==> src/rtl/gray_pkg.sv <==
// Shared types and helpers for the Gray-coded counter receive path.
package gray_pkg;

  typedef enum logic {
    UNLOCKED = 1'b0,
    TRACK    = 1'b1
  } state_t;

  // Sample-to-sample binary differences that count as legal steps.
  localparam int unsigned DELTA_HOLD = 0;
  localparam int unsigned DELTA_ADV  = 1;

  // Width-generic Gray to binary conversion on up to 32 bits; bits at w and above return 0.
  function automatic logic [31:0] gray2bin(input logic [31:0] g, input int unsigned w);
    logic [31:0] b;
    logic        acc;
    b   = '0;
    acc = 1'b0;
    for (int unsigned j = 0; j < 32; j++) begin
      if (j < w) begin
        acc          = acc ^ g[w-1-j];
        b[w-1-j]     = acc;
      end
    end
    return b;
  endfunction

endpackage

==> src/rtl/gray_count_decoder_if.sv <==
// Sample input and decoded/status outputs of the Gray counter receiver.
interface gray_count_decoder_if #(
  parameter int unsigned DATA_WIDTH = 4,
  parameter int unsigned ERR_W      = 8
);
  logic                  in_valid;
  logic [DATA_WIDTH-1:0] gray_in;
  logic                  out_valid;
  logic [DATA_WIDTH-1:0] bin_out;
  logic                  advance;
  logic                  step_err;
  logic [ERR_W-1:0]      err_cnt;
  logic                  locked;

  modport master (
    output in_valid, gray_in,
    input  out_valid, bin_out, advance, step_err, err_cnt, locked
  );

  modport slave (
    input  in_valid, gray_in,
    output out_valid, bin_out, advance, step_err, err_cnt, locked
  );
endinterface

==> src/rtl/gray2bin_comb.sv <==
// Purely combinational Gray to binary decoder.
module gray2bin_comb #(
  parameter int unsigned DATA_WIDTH = 4
) (
  input  logic [DATA_WIDTH-1:0] gray,
  output logic [DATA_WIDTH-1:0] bin
);

  // Running XOR from the MSB down: each binary bit is the parity of all Gray bits at or above it.
  always_comb begin
    logic acc;
    bin = '0;
    acc = 1'b0;
    for (int unsigned j = 0; j < DATA_WIDTH; j++) begin
      acc                  = acc ^ gray[DATA_WIDTH-1-j];
      bin[DATA_WIDTH-1-j]  = acc;
    end
  end

endmodule

==> src/rtl/gray_count_decoder.sv <==
// Gray counter receiver: decodes samples, classifies each step, tracks lock and errors.
module gray_count_decoder
  import gray_pkg::*;
#(
  parameter int unsigned DATA_WIDTH = 4,
  parameter int unsigned ERR_W      = 8,
  parameter int unsigned MAX_CONSEC = 3
) (
  input  logic                 clk,
  input  logic                 reset,
  gray_count_decoder_if.slave  bus
);

  localparam int unsigned CW = (MAX_CONSEC < 2) ? 1 : $clog2(MAX_CONSEC);

  state_t                state_q, state_d;
  logic [DATA_WIDTH-1:0] bin_q, bin_d;
  logic [DATA_WIDTH-1:0] dec_bin;
  logic [DATA_WIDTH-1:0] delta;
  logic [CW-1:0]         consec_q, consec_d;
  logic [ERR_W-1:0]      err_cnt_q, err_cnt_d;
  logic                  out_valid_q, out_valid_d;
  logic                  advance_q, advance_d;
  logic                  step_err_q, step_err_d;

  gray2bin_comb #(.DATA_WIDTH(DATA_WIDTH)) u_dec (
    .gray (bus.gray_in),
    .bin  (dec_bin)
  );

  // bin_q doubles as the previous-sample reference, since every accepted sample updates both.
  assign delta = dec_bin - bin_q;

  // Next-state, classification and counter updates for an accepted sample.
  always_comb begin
    state_d     = state_q;
    bin_d       = bin_q;
    consec_d    = consec_q;
    err_cnt_d   = err_cnt_q;
    out_valid_d = 1'b0;
    advance_d   = 1'b0;
    step_err_d  = 1'b0;
    if (bus.in_valid) begin
      out_valid_d = 1'b1;
      bin_d       = dec_bin;
      unique case (state_q)
        UNLOCKED: begin
          consec_d = '0;
          state_d  = TRACK;
        end
        TRACK: begin
          if (delta == DATA_WIDTH'(DELTA_HOLD)) begin
            consec_d = '0;
          end else if (delta == DATA_WIDTH'(DELTA_ADV)) begin
            advance_d = 1'b1;
            consec_d  = '0;
          end else begin
            step_err_d = 1'b1;
            if (err_cnt_q != '1) err_cnt_d = err_cnt_q + ERR_W'(1);
            if (consec_q == CW'(MAX_CONSEC - 1)) begin
              consec_d = '0;
              state_d  = UNLOCKED;
            end else begin
              consec_d = consec_q + CW'(1);
            end
          end
        end
        default: state_d = UNLOCKED;
      endcase
    end
  end

  // State and output registers with synchronous reset taking priority over samples.
  always_ff @(posedge clk) begin
    if (reset) begin
      state_q     <= UNLOCKED;
      bin_q       <= '0;
      consec_q    <= '0;
      err_cnt_q   <= '0;
      out_valid_q <= 1'b0;
      advance_q   <= 1'b0;
      step_err_q  <= 1'b0;
    end else begin
      state_q     <= state_d;
      bin_q       <= bin_d;
      consec_q    <= consec_d;
      err_cnt_q   <= err_cnt_d;
      out_valid_q <= out_valid_d;
      advance_q   <= advance_d;
      step_err_q  <= step_err_d;
    end
  end

  assign bus.out_valid = out_valid_q;
  assign bus.bin_out   = bin_q;
  assign bus.advance   = advance_q;
  assign bus.step_err  = step_err_q;
  assign bus.err_cnt   = err_cnt_q;
  assign bus.locked    = (state_q == TRACK);

endmodule

==> src/flat_wrapper.sv <==
// flat-port wrapper written by rule: the top's interface ports become plain ports
module gray_count_decoder_flat import gray_pkg::*;
#(
  parameter int unsigned DATA_WIDTH = 4,
  parameter int unsigned ERR_W      = 8,
  parameter int unsigned MAX_CONSEC = 3
)
  (clk, reset, bus_in_valid, bus_gray_in, bus_out_valid, bus_bin_out, bus_advance, bus_step_err, bus_err_cnt, bus_locked);
  gray_count_decoder_if #(.DATA_WIDTH(DATA_WIDTH), .ERR_W(ERR_W)) bus_i ();
  input  logic clk;
  input  logic reset;
  input wire logic [$bits(bus_i.in_valid)-1:0] bus_in_valid;
  input wire logic [$bits(bus_i.gray_in)-1:0] bus_gray_in;
  output wire logic [$bits(bus_i.out_valid)-1:0] bus_out_valid;
  output wire logic [$bits(bus_i.bin_out)-1:0] bus_bin_out;
  output wire logic [$bits(bus_i.advance)-1:0] bus_advance;
  output wire logic [$bits(bus_i.step_err)-1:0] bus_step_err;
  output wire logic [$bits(bus_i.err_cnt)-1:0] bus_err_cnt;
  output wire logic [$bits(bus_i.locked)-1:0] bus_locked;
  assign bus_i.in_valid = bus_in_valid;
  assign bus_i.gray_in = bus_gray_in;
  assign bus_out_valid = bus_i.out_valid;
  assign bus_bin_out = bus_i.bin_out;
  assign bus_advance = bus_i.advance;
  assign bus_step_err = bus_i.step_err;
  assign bus_err_cnt = bus_i.err_cnt;
  assign bus_locked = bus_i.locked;
  gray_count_decoder #(.DATA_WIDTH(DATA_WIDTH), .ERR_W(ERR_W), .MAX_CONSEC(MAX_CONSEC)) u_core (.clk(clk), .reset(reset), .bus(bus_i));
endmodule
==> config.mk <==
export PLATFORM = sky130hd
export DESIGN_NAME = gray_count_decoder_flat
export DESIGN_NICKNAME = d
export VERILOG_FILES = /design/src/rtl/gray_pkg.sv /design/src/rtl/gray_count_decoder_if.sv /design/src/rtl/gray2bin_comb.sv /design/src/rtl/gray_count_decoder.sv /design/src/flat_wrapper.sv
export SDC_FILE = /design/constraint.sdc
export NUM_CORES = 1
export LEC_CHECK = 0
export ABC_AREA = 1
export CAP_MARGIN = 30
export CORE_MARGIN = 2
export CORE_UTILIZATION = 35
export CTS_BUF_LIST = sky130_fd_sc_hd__clkbuf_8
export CTS_CLUSTER_SIZE = 10
export DETAILED_ROUTE_END_ITERATION = 16
export SETUP_SLACK_MARGIN = 0.5
export SLEW_MARGIN = 20
export SYNTH_ARGS = -nofsm -noshare
export SYNTH_HDL_FRONTEND = slang
export SYNTH_SLANG_ARGS = --single-unit
==> constraint.sdc <==
create_clock -name clk -period 3.2 [get_ports clk]
set_clock_uncertainty 0.15 [all_clocks]
set_input_delay 0.64 -clock clk [delete_from_list [all_inputs] [get_ports clk]]
set_output_delay 0.64 -clock clk [all_outputs]
set_load 0.01 [all_outputs]
After elaboration in Yosys (flattened, before gate mapping)
Index checks and enable logic that the tools add are counted.

Bits in registers: 18. Word-level logic and storage cells: 34.

Reduce and logical (&&, ||, !) cells: 3. Eq/ne operators: 3. Bitwise logic cells: 7. Add/sub/neg operators: 3. Multiplexer cells: 11.

Operators with widths (number): 8-bit by 1-bit adder with 8-bit output, second input constant (1); 8-bit inequality test, second input constant (1); 1-bit two-way mux (6); 2-bit two-way mux (3); 5-bit AND reduction (1); 4-bit by 1-bit equality test with 1-bit output, second input constant (1); 4-bit logical NOT (1); 1-bit NOT (4); 2-bit case mux with 2 select lines (1); 4-bit OR reduction (1); 4-bit subtractor (1); 1-bit bitwise XOR (3); 2-bit by 1-bit adder with 2-bit output, second input constant (1); 2-bit equality test, second input constant (1); 1-bit case mux with 2 select lines (1).

Longest topological paths before layout
Gate-level depths: netlist (run 1).

Depth after elaboration: 8. Mapped depth: 17. Gate-level depth less buffers: 16.

Hierarchy
Synthesis (run 1) repeated with hierarchy kept, for this count alone.

Cell total of the unflattened synthesis: 156. Area total of the unflattened synthesis: 1107.3 µm².

By module, submodules not included: gray_count_decoder (cells an instance 138, sequential area each 360.3 µm², area each 1013.5 µm², times used 1); gray2bin_comb (cells an instance 18, sequential area each 0.0 µm², area each 93.8 µm², times used 1).

Least setup slack after synthesis (run 1)
No wires, ideal clock.

Kind: in2reg. From: in bus_gray_in[3]. To: reg u_core.consec_q[1]. Path buffers: 1. Setup time: 0.122 ns. Cell stages on the path: 15. Setup slack: 0.401 ns. Data required time: 2.928 ns. Arrival: 2.527 ns. Cells stage by stage: xor2_1 > nand2_2 > nand2_4 > xor2_2 > inv_1 > ha_1 > fa_1 > nand2_1 > nor2_1 > nand3_4 > buf_6 > nand2_4 > inv_2 > nand2_1 > a21oi_2.

Cells in the longest elaborated chain, start to end: 8.

RTL lines: start, declared (RTL line flat_wrapper.sv:13) `input wire logic [$bits(bus_i.gray_in)-1:0] bus_gray_in;`; 1-bit bitwise XOR * (2 in series) (RTL line gray2bin_comb.sv:15) `acc = acc ^ gray[DATA_WIDTH-1-j];`; net u_core.dec_bin[1] (RTL line gray_count_decoder.sv:18) `logic [DATA_WIDTH-1:0] dec_bin;`; 1-bit bitwise XOR (RTL line gray2bin_comb.sv:15); 4-bit subtractor * (RTL line gray_count_decoder.sv:32) `assign delta = dec_bin - bin_q;`; 4-bit by 1-bit equality test with 1-bit output (RTL line gray_count_decoder.sv:54) `end else if (delta == DATA_WIDTH'(DELTA_ADV)) begin`; 2-bit two-way mux (RTL line gray_count_decoder.sv:54); 2-bit two-way mux * (RTL line gray_count_decoder.sv:52) `if (delta == DATA_WIDTH'(DELTA_HOLD)) begin`; 2-bit case mux with 2 select lines * (RTL line gray_count_decoder.sv:46) `unique case (state_q)`; end signal, assigned (RTL line gray_count_decoder.sv:86) `consec_q <= consec_d;`; end, declared (RTL line gray_count_decoder.sv:20) `logic [CW-1:0] consec_q, consec_d;`.

Mark *: on every way through the listed nets, which the timed path passes. The rest lies on a longest branch. A chain may end at the register's enable or synchronous reset.

Final worst setup path (run 1)
From: in bus_gray_in[3]. To: reg u_core.err_cnt_q[7] (netlist: u_core.bus.err_cnt[7]).

Cells in the longest elaborated chain, start to end: 7.

RTL lines: 1-bit bitwise XOR * (RTL line gray2bin_comb.sv:15); net u_core.dec_bin[2] (RTL line gray_count_decoder.sv:18); 1-bit bitwise XOR * (RTL line gray2bin_comb.sv:15); net u_core.dec_bin[1] (RTL line gray_count_decoder.sv:18); 1-bit bitwise XOR (RTL line gray2bin_comb.sv:15); 4-bit subtractor * (RTL line gray_count_decoder.sv:32); 4-bit by 1-bit equality test with 1-bit output / 4-bit logical NOT (equally long branches) (RTL line gray_count_decoder.sv:54, gray_count_decoder.sv:52); 1-bit NOT (no source line); 5-bit AND reduction (no source line) *; end signal, assigned (RTL line gray_count_decoder.sv:87) `err_cnt_q <= err_cnt_d;`; end, declared (RTL line gray_count_decoder.sv:21) `logic [ERR_W-1:0] err_cnt_q, err_cnt_d;`.

Marked as above.

==> metrics.txt, run 1 <==
Num CTS Buffers=3; cell area after layout=roughly 1600 µm²; CTS tree=yes; ANT nets after route=0; drt pass-1 iters=4; Num Clock Sinks=18; simple-gate area share of the yosys netlist=between 30% and 40%; # IOs=23; syn_area_per_cell=roughly 7.4 µm²; Cell variety after synth=27; H-tree depth=1; status=complete, no violations; Sw Ratio=between 30% and 40%; final setup fails=0; number of global-route vias before repair=953; crit path DAT=between 2 and 3 ns; largest net degree at the start of global routing=14; GRT Total Usage=approximately 15%; die width=approximately 60 µm; die area=3560 µm²; initial core utilization=a little over a third; first-pass GRT wire length=around 4000 µm; internal cell power=between 400 and 500 µW; Netlist Area Pre-Place=approximately 1100 µm²; Final WS setup=0.463 ns; post-synthesis mux area share=0%; Layout area overhead=45.6%; Synth Area in XOR/XNOR=~5.5%; clk_lat worst skew=0.26 ns; Post-layout nets=approximately 200; Max Slew Vio Count=0; top fanout value on the critical path=6; clock share of power=30.7%; fmax=~370 MHz; DRT iter0 DRCs=29; actual slew at the worst max-slew pin=~0.63 ns; # DRC=0; layout cell share with drive strength beyond 1=28.6%; RSZ-0062 raised after global routing=yes; leading area contributor after synthesis=dfxtp_1; number of synthesized flops with an enable pin=0; Hold WS=between 0.3 and 0.4 ns; Rows=20; combinational family with the most area after synthesis=simple AND/OR/NAND/NOR gates; Synth top area share=approximately a third; Hold Crit Class=reg2reg; Die Span Y=between 50 and 60 µm; via count=a little over 1000; CP Capture Type=flip-flop; clk buf depth=2; Synth Area in Adders=under 10%; Post-DP Area=1400 µm²; Fin. Hold Viols=0; placed wire-length estimate=around 1800 µm; final worst path period need=2.74 ns; Critical-path top delay cell=fa_2; ys flop type=dfxtp_1; Core ar.=3000 µm²; CP startpoint kind=input pin; ys async rst share=0%; grt ovf=0; GP Congestion=around 0.76; routed length per instance=12.3 µm; complex-gate fraction of the synthesized area=a little under a tenth; synth top area cells=dfxtp_1 33%, nand2_1 10%, inv_1 7.3%, a21oi_1 5.1%, nand3_4 4.8%; drt total wl=2640 µm; part of the power in registers=38.9%; Ys Warns=0; # diodes=0; relative slew slack=57.8%; sw power=196 µW; register area share after synthesis=about a third; most common cell after layout, fill and taps aside=nand2_1; initial antenna violation count=0; cell family with most CP delay=simple AND/OR/NAND/NOR gates; Port Buffer Count=22; pre-CTS WS=-0.258 ns; setup total negative slack=0 ns; Crit Path Category=in2reg; combinational power share=between 30% and 40%; Leakage=0.000698 µW; Root Buffer=clkbuf_8; fin util=between 50% and 60%; CP Data Required Time=around 3.2 ns; worst-path cell chain=buf_6 -> buf_6 -> xor2_4 -> nand2_2 -> nand2_4 -> xor2_2 -> inv_2 -> ha_4 -> fa_2 -> nand2_2 -> nor2_4 -> nand3_4 -> nand3_4 -> nand2_1 -> a21oi_2; Clock transition at path regs=around 0.07 ns; Syn Inst Count=between 100 and 150; Peak VDD IR=approximately 250 µV; pwr dens=~400 nW/µm²; post-synthesis net count=about 160; internal reg-to-reg setup slack=about 1.2 ns; vias per inst=between 4 and 5; register bit total from synthesis=18; CP bufs+invs=3; CP max stage delay=between 0.5 and 0.6 ns; most frequent cells in the layout=25 x nand2_1, 20 x inv_1, 18 x clkdlybuf4s50_1, 18 x dfxtp_1, 11 x nor2_1; max_cap viols=0; Tcrit/Tclk final=85.5%
-- final timing paths --
check | cells past startpoint | startpoint | to
max | 15 | bus_gray_in[3] | u_core.bus.err_cnt[7]$_SDFFE_PP0P_
min | 2 | u_core.consec_q[1]$_SDFFE_PP0P_ | u_core.consec_q[1]$_SDFFE_PP0P_
max reg2reg | 8 | u_core.bus.bin_out[0]$_SDFFE_PP0P_ | u_core.bus.err_cnt[7]$_SDFFE_PP0P_
min reg2reg | 2 | u_core.consec_q[1]$_SDFFE_PP0P_ | u_core.consec_q[1]$_SDFFE_PP0P_
-- state kept, by name (all words and copies together) (netlist names) --
signal / count
u_core.consec_q: 2
u_core.bus.out_valid: 1
u_core.bus.advance: 1
u_core.bus.locked: 1
u_core.bus.bin_out: 4
u_core.bus.step_err: 1
u_core.bus.err_cnt: 8
-- layout make-up --
cell class,count,area (µm²)
Clock buffer,4,55.1
Fill cell,287,1430
Inverter,27,101
Multi-Input combinational cell,101,723
Sequential cell,18,360
Tap cell,33,41.3
Timing Repair Buffer,32,297
-- tightest hold or removal path, stage by stage (launching register included) --
cell     delay, ns
dfxtp_1       0.30
inv_1         0.09
a21oi_2       0.06
-- synthesized netlist by cell type, types with 2 or more instances --
cell type / instances
nand2_1: 29
nand4_1: 8
nand2_2: 4
inv_2: 5
nand3_1: 4
xor2_1: 4
nor2_1: 13
nand3_4: 3
a21oi_1: 11
ha_1: 4
inv_1: 21
o21ai_0: 6
o21ai_1: 2
dfxtp_1: 18
nand2_4: 2
-- metal layers --
metal  up-vias  part of all wire [%]  wire length [µm]  GRT usage, %
met4         0                   1.3                35          4.76
met2        11                    52              1380          24.7
met5         -                     0                 0             0
met3         4                   2.6                68          4.59
met1       478                    44              1160          19.6
li1        538                     -                 -             -
-- metrics by stage --
stage          total power, µW  instances
2_1_floorplan              345        146
3_3_place_gp               390        204
3_5_place_dp               397        204
4_1_cts                    609        213
5_1_grt                    656        215
6_report                   627        215
-- kinds of logic after synthesis --
logic type | count (synthesis)
adders and majority gates | 5
AOI/OAI and AO/OA | 20
DFF | 18
xor gates and xnor gates | 6
and+or+nand+nor | 68
buffers and inverters | 29
-- power by group through the flow --
stage	Clock [µW]	Combinational, µW	Sequential, µW
floorplan	0	94.4	251
global placement	0	142	248
detailed placement	0	148	249
CTS	195	170	243
global route	201	209	246
finish	192	191	244
-- what timing repair did --
action,4_1_cts,5_1_grt
setup endpoints to repair,13,13
pin swaps,11,9
cloned,2,0
setup buffers,3,2
hold buffers,0,0
resized for setup,12,16
(Power assumes the default switching activity.)
==> run 2, diff against run 1 <==
Settings changed: MAX_ROUTING_LAYER set to met4.
==> metrics.txt, run 2 (synthesis gave the netlist of run 1 again) <==
Peak VDD IR=248 µV (+0.23%); Hold Crit Class=reg2reg; Rows=20 (unchanged); Root Buffer=clkbuf_8; register area=360 µm² (unchanged); footprint of the multi-input gates=723 µm² (unchanged); RSZ-0062 raised after global routing=yes; cell area after layout=1580 µm² (unchanged); layout cell share with drive strength beyond 1=28.6% (unchanged); clk_lat worst skew=0.26 ns (about the same); max reg flops=8 (unchanged); FILL cells=287 (unchanged); largest net degree at the start of global routing=14 (unchanged); Post-layout nets=195 (unchanged); placed wire-length estimate=1830 µm (unchanged); CP Capture Type=flip-flop; Port Buffer Count=22 (unchanged); # IOs=23 (unchanged); Num CTS Buffers=3 (unchanged); grt ovf=0 (unchanged); ANT nets after route=0 (unchanged); pwr dens=398 nW/µm² (+0.14%); GRT Total Usage=15.8% (+0.45 points); # diodes=0 (unchanged); GP Congestion=0.771 (+1.3%); setup total negative slack=0 ns (unchanged); Post-DP Area=1400 µm² (unchanged); max_cap viols=0 (unchanged); relative slew slack=57.8% (about the same); Max Slew Vio Count=0 (unchanged); Placed Cells incl. Taps=204 (unchanged); die area=3560 µm² (unchanged); Leakage=0.000698 µW (unchanged); Core ar.=3000 µm² (unchanged); number of global-route vias before repair=954 (+0.10%); routed length per instance=12.3 µm (+0.23%); CP Data Required Time=3.24 ns (about the same); Num Clock Sinks=18 (unchanged); CP max stage delay=0.52 ns (about the same); vias per inst=4.80 (about the same); Layout area overhead=45.6% (unchanged); clk buf depth=2 (unchanged); Die Span Y=59.6 µm (unchanged); DRT iter0 DRCs=21 (-28%); most common cell after layout, fill and taps aside=nand2_1; H-tree depth=1 (unchanged); # DRC=0 (unchanged); drt total wl=2650 µm (+0.23%); initial antenna violation count=0 (unchanged); via count=1032 (+0.097%); actual slew at the worst max-slew pin=0.632 ns (-0.0000361 ns); final cell count without fillers=215 (unchanged); Critical-path top delay cell=fa_2; CTS tree=yes; Tcrit/Tclk final=85.5% (about the same); final setup fails=0 (unchanged); crit path DAT=2.77 ns (about the same); worst-path cell chain=buf_6 -> buf_6 -> xor2_4 -> nand2_2 -> nand2_4 -> xor2_2 -> inv_2 -> ha_4 -> fa_2 -> nand2_2 -> nor2_4 -> nand3_4 -> nand3_4 -> nand2_1 -> a21oi_2; top fanout value on the critical path=6 (unchanged); Fin. Hold Viols=0 (unchanged); most frequent cells in the layout=25 x nand2_1, 20 x inv_1, 18 x clkdlybuf4s50_1, 18 x dfxtp_1, 11 x nor2_1; status=complete, no violations; Crit Path Category=in2reg; drt pass-1 iters=4 (unchanged); final worst path period need=2.74 ns (-0.00134 ns); first-pass GRT wire length=4090 µm (unchanged); pre-CTS WS=-0.258 ns (unchanged); Final WS setup=0.464 ns (+0.00134 ns); fmax=366 MHz (about the same); die width=59.6 µm (unchanged); Clock transition at path regs=0.08 ns (about the same); initial core utilization=36.1% (unchanged); CP startpoint kind=input pin
-- run 2: power breakdown --
group          leakage, µW  internal, µW  switching, µW
logic             0.000522          87.0            104
registers         0.000147           234           9.42
clock network    0.0000288           110           83.6
-- run 2: path summary, 6_finish.rpt --
kind / slack [ns] / depth (start not counted) / to / start
worst min-delay path: 0.34 / 2 / u_core.consec_q[1]$_SDFFE_PP0P_ / u_core.consec_q[1]$_SDFFE_PP0P_
worst min register to register: 0.34 / 2 / u_core.consec_q[1]$_SDFFE_PP0P_ / u_core.consec_q[1]$_SDFFE_PP0P_
worst max-delay path: 0.46 / 15 / u_core.bus.err_cnt[7]$_SDFFE_PP0P_ / bus_gray_in[3]
worst max register to register: 1.21 / 8 / u_core.bus.err_cnt[7]$_SDFFE_PP0P_ / u_core.bus.bin_out[0]$_SDFFE_PP0P_
-- run 2: through the flow --
step	util, %	hold slack (ns)	power [µW]
floorplan	-	0.306	345
global placement	46.6	0.318	390
detailed placement	46.6	0.332	397
CTS	49.8	0.343	609
global route	52.5	0.362	656
finish	52.5	0.341	628
-- run 2: what timing repair did --
item | CTS | global route
hold buffers | 0 | 0
cloned | 2 | 0
gates resized for setup | 12 | 16
setup buffers | 3 | 2
pin swaps | 11 | 9
endpoints found under the setup margin | 13 | 13
-- run 2: per-layer routing --
metal	routed length [µm]	vias to the layer above	GRT usage, %	part of all wire (%)
li1	-	538	-	-
met1	1170	479	19.6	44
met3	71	4	4.59	2.7
met4	34	0	4.76	1.3
met2	1380	11	24.7	52
met5	0	-	-	0
-- run 2: area by class of cell --
| cell class | count | area share, % |
|---|---|---|
| Multi-Input combinational cell | 101 | 45.8 |
| Sequential cell | 18 | 22.8 |
| Timing Repair Buffer | 32 | 18.8 |
| Inverter | 27 | 6.42 |
| Clock buffer | 4 | 3.49 |
| Tap cell | 33 | 2.62 |
-- run 2: worst max-delay path, delay by kind of cell --
| family | cells | cell delay, ns |
|---|---|---|
| AO/OA/AOI/OAI | 1 | 0.13 |
| XOR/XNOR | 2 | 0.31 |
| adder cells (fa/ha/maj) | 2 | 0.68 |
| buffers and inverters | 3 | 0.27 |
| AND/OR/NAND/NOR | 7 | 0.72 |
==> run 3, diff against run 2 <==
Settings changed: CTS_BUF_LIST sky130_fd_sc_hd__clkbuf_8 to unset, CTS_CLUSTER_DIAMETER set to 60.
Clock period 3.2 ns to 2.53 ns, I/O delays scaled along.
==> metrics.txt, run 3 (synthesis gave the netlist of run 1 again) <==
worst hold path cell count=2 (unchanged); most frequent cells in the layout=23 x nand2_1, 20 x inv_1, 18 x clkdlybuf4s50_1, 16 x dfxtp_1, 11 x nor2_1; # IOs=23 (unchanged); status=complete, but fails checks; Fin. Hold Viols=0 (unchanged); register area=363 µm² (+0.69%); Core ar.=3000 µm² (unchanged); crit path DAT=2.63 ns (-0.14 ns); number of global-route vias before repair=983 (+3.0%); CP Capture Type=flip-flop; Final WS setup=-0.0139 ns (-0.478 ns); CP Data Required Time=2.61 ns (-0.63 ns); via count=1034 (+0.19%); Hold Crit Class=reg2reg; Rows=20 (unchanged); pwr dens=446 nW/µm² (+12%); Root Buffer=clkbuf_4; most common cell after layout, fill and taps aside=nand2_1; Critical-path top delay cell=fa_2; Clock transition at path regs=0.10 ns (+0.02 ns); Post-DP Area=1400 µm² (unchanged); Die Span Y=59.6 µm (unchanged); critical path depth in cells=15 (unchanged); CP bufs+invs=3 (unchanged); worst-path cell chain=buf_6 -> buf_6 -> xnor2_2 -> nand2_2 -> nand2_4 -> xor2_2 -> inv_2 -> ha_4 -> fa_2 -> nand2_2 -> nor2_4 -> nand3_4 -> nand3_4 -> nand2_1 -> a21oi_2; grt ovf=0 (unchanged); clk buf depth=2 (unchanged); placed wire-length estimate=1830 µm (+0.20%); Post-layout nets=195 (unchanged); routed length per instance=11.8 µm (-4.3%); DRT iter0 DRCs=45 (+110%); final worst path period need=around 2.5 ns; max_cap viols=0 (unchanged); Worst R2R Path Depth=8 (unchanged); failing checks=negative setup slack; fmax=a little under 400 MHz; drt total wl=2520 µm (-4.8%); Num CTS Buffers=3 (unchanged); cell area after layout=1550 µm² (-1.7%); die area=3560 µm² (unchanged); max reg flops=8 (unchanged); Hold WS=0.337 ns (-0.00476 ns); vias per inst=4.83 (+0.66%); initial antenna violation count=0 (unchanged); largest net degree at the start of global routing=11 (-3); setup total negative slack=-0.0235 ns (-0.0235 ns); # DRC=0 (unchanged); initial core utilization=36.1% (unchanged); GP Congestion=0.786 (+2.0%); # diodes=0 (unchanged); Leakage=0.000677 µW (-3.0%); drt pass-1 iters=4 (unchanged); GRT Total Usage=16.2% (+0.46 points); footprint of the multi-input gates=723 µm² (unchanged); die width=59.6 µm (unchanged); Tcrit/Tclk final=101%; Top Metal Used=met4; RSZ-0062 raised after global routing=yes; Port Buffer Count=22 (unchanged); final setup fails=3 (+3); Peak VDD IR=270 µV (+8.9%); first-pass GRT wire length=4240 µm (+3.5%); CP startpoint kind=input pin; met1 WL=1160 µm (-0.34%); Crit Path Category=in2reg; layout cell share with drive strength beyond 1=30.9% (+2.4 points); top fanout value on the critical path=6 (unchanged); Num Clock Sinks=18 (unchanged); relative slew slack=83.4% (+26 points); Max Slew Vio Count=0 (unchanged); cell family with most CP delay=simple AND/OR/NAND/NOR gates; met3 routed WL=68 µm (-4.2%); FILL cells=297 (+3.5%); Met2 Routed Length=1280 µm (-7.3%); CP max stage delay=0.52 ns (about the same); Layout area overhead=43.1%; Hold-fix buffers, CTS=0 (unchanged); ANT nets after route=0 (unchanged); CTS tree=yes; clk_lat worst skew=0.29 ns (+0.03 ns); actual slew at the worst max-slew pin=0.249 ns (-0.383 ns); H-tree depth=1 (unchanged)
-- run 3: path summary, 6_finish.rpt --
check                                            end                          startpoint  slack [ns]
setup / recovery  u_core.bus.err_cnt[4]$_SDFFE_PP0P_                      bus_gray_in[3]       -0.01
hold / removal       u_core.consec_q[1]$_SDFFE_PP0P_     u_core.consec_q[0]$_SDFFE_PP0P_        0.34
hold reg to reg      u_core.consec_q[1]$_SDFFE_PP0P_     u_core.consec_q[0]$_SDFFE_PP0P_        0.34
setup reg to reg  u_core.bus.err_cnt[4]$_SDFFE_PP0P_  u_core.bus.bin_out[0]$_SDFFE_PP0P_        0.55
-- run 3: power by group --
part / switching (µW) / internal, µW
logic: 130 / 111
registers: 12.1 / 296
clock network: 87.2 / 55.3
total: 229 / 463
-- run 3: area by class of cell --
class	instances	share of cell area, %
clock buffers	3	1.45
inverters	27	6.70
multi-input cells	101	46.7
flip-flops and latches	18	23.4
well taps	33	2.66
repair buffers	32	19.1
-- run 3: metal layers --
metal  track usage (%)  vias to the layer above
met5                 -                        -
met1              20.8                      476
met3              2.62                        2
met2              25.8                       16
met4              5.71                        0
li1                  -                      540
-- run 3: per-stage QoR --
stage          instances  total power (µW)  worst slack [ns]  util [%]
2_1_floorplan        146               436           -0.0183         -
3_3_place_gp         204               494            -0.686      46.6
3_5_place_dp         204               500            -0.766      46.6
4_1_cts              213               682           0.00508      50.0
5_1_grt              214               740            -0.141      51.6
6_report             214               692           -0.0139      51.6
-- run 3: tightest hold or removal path, stage by stage, from the launching register on --
cell	delay (ns)
dfxtp_1	0.34
nand2_2	0.07
a21oi_2	0.04
-- run 3: what timing repair did --
action	4_1_cts	5_1_grt
pin swaps	21	12
gates resized for setup	21	13
setup endpoints to repair	14	14
cloned	2	0
buffers inserted	4	1
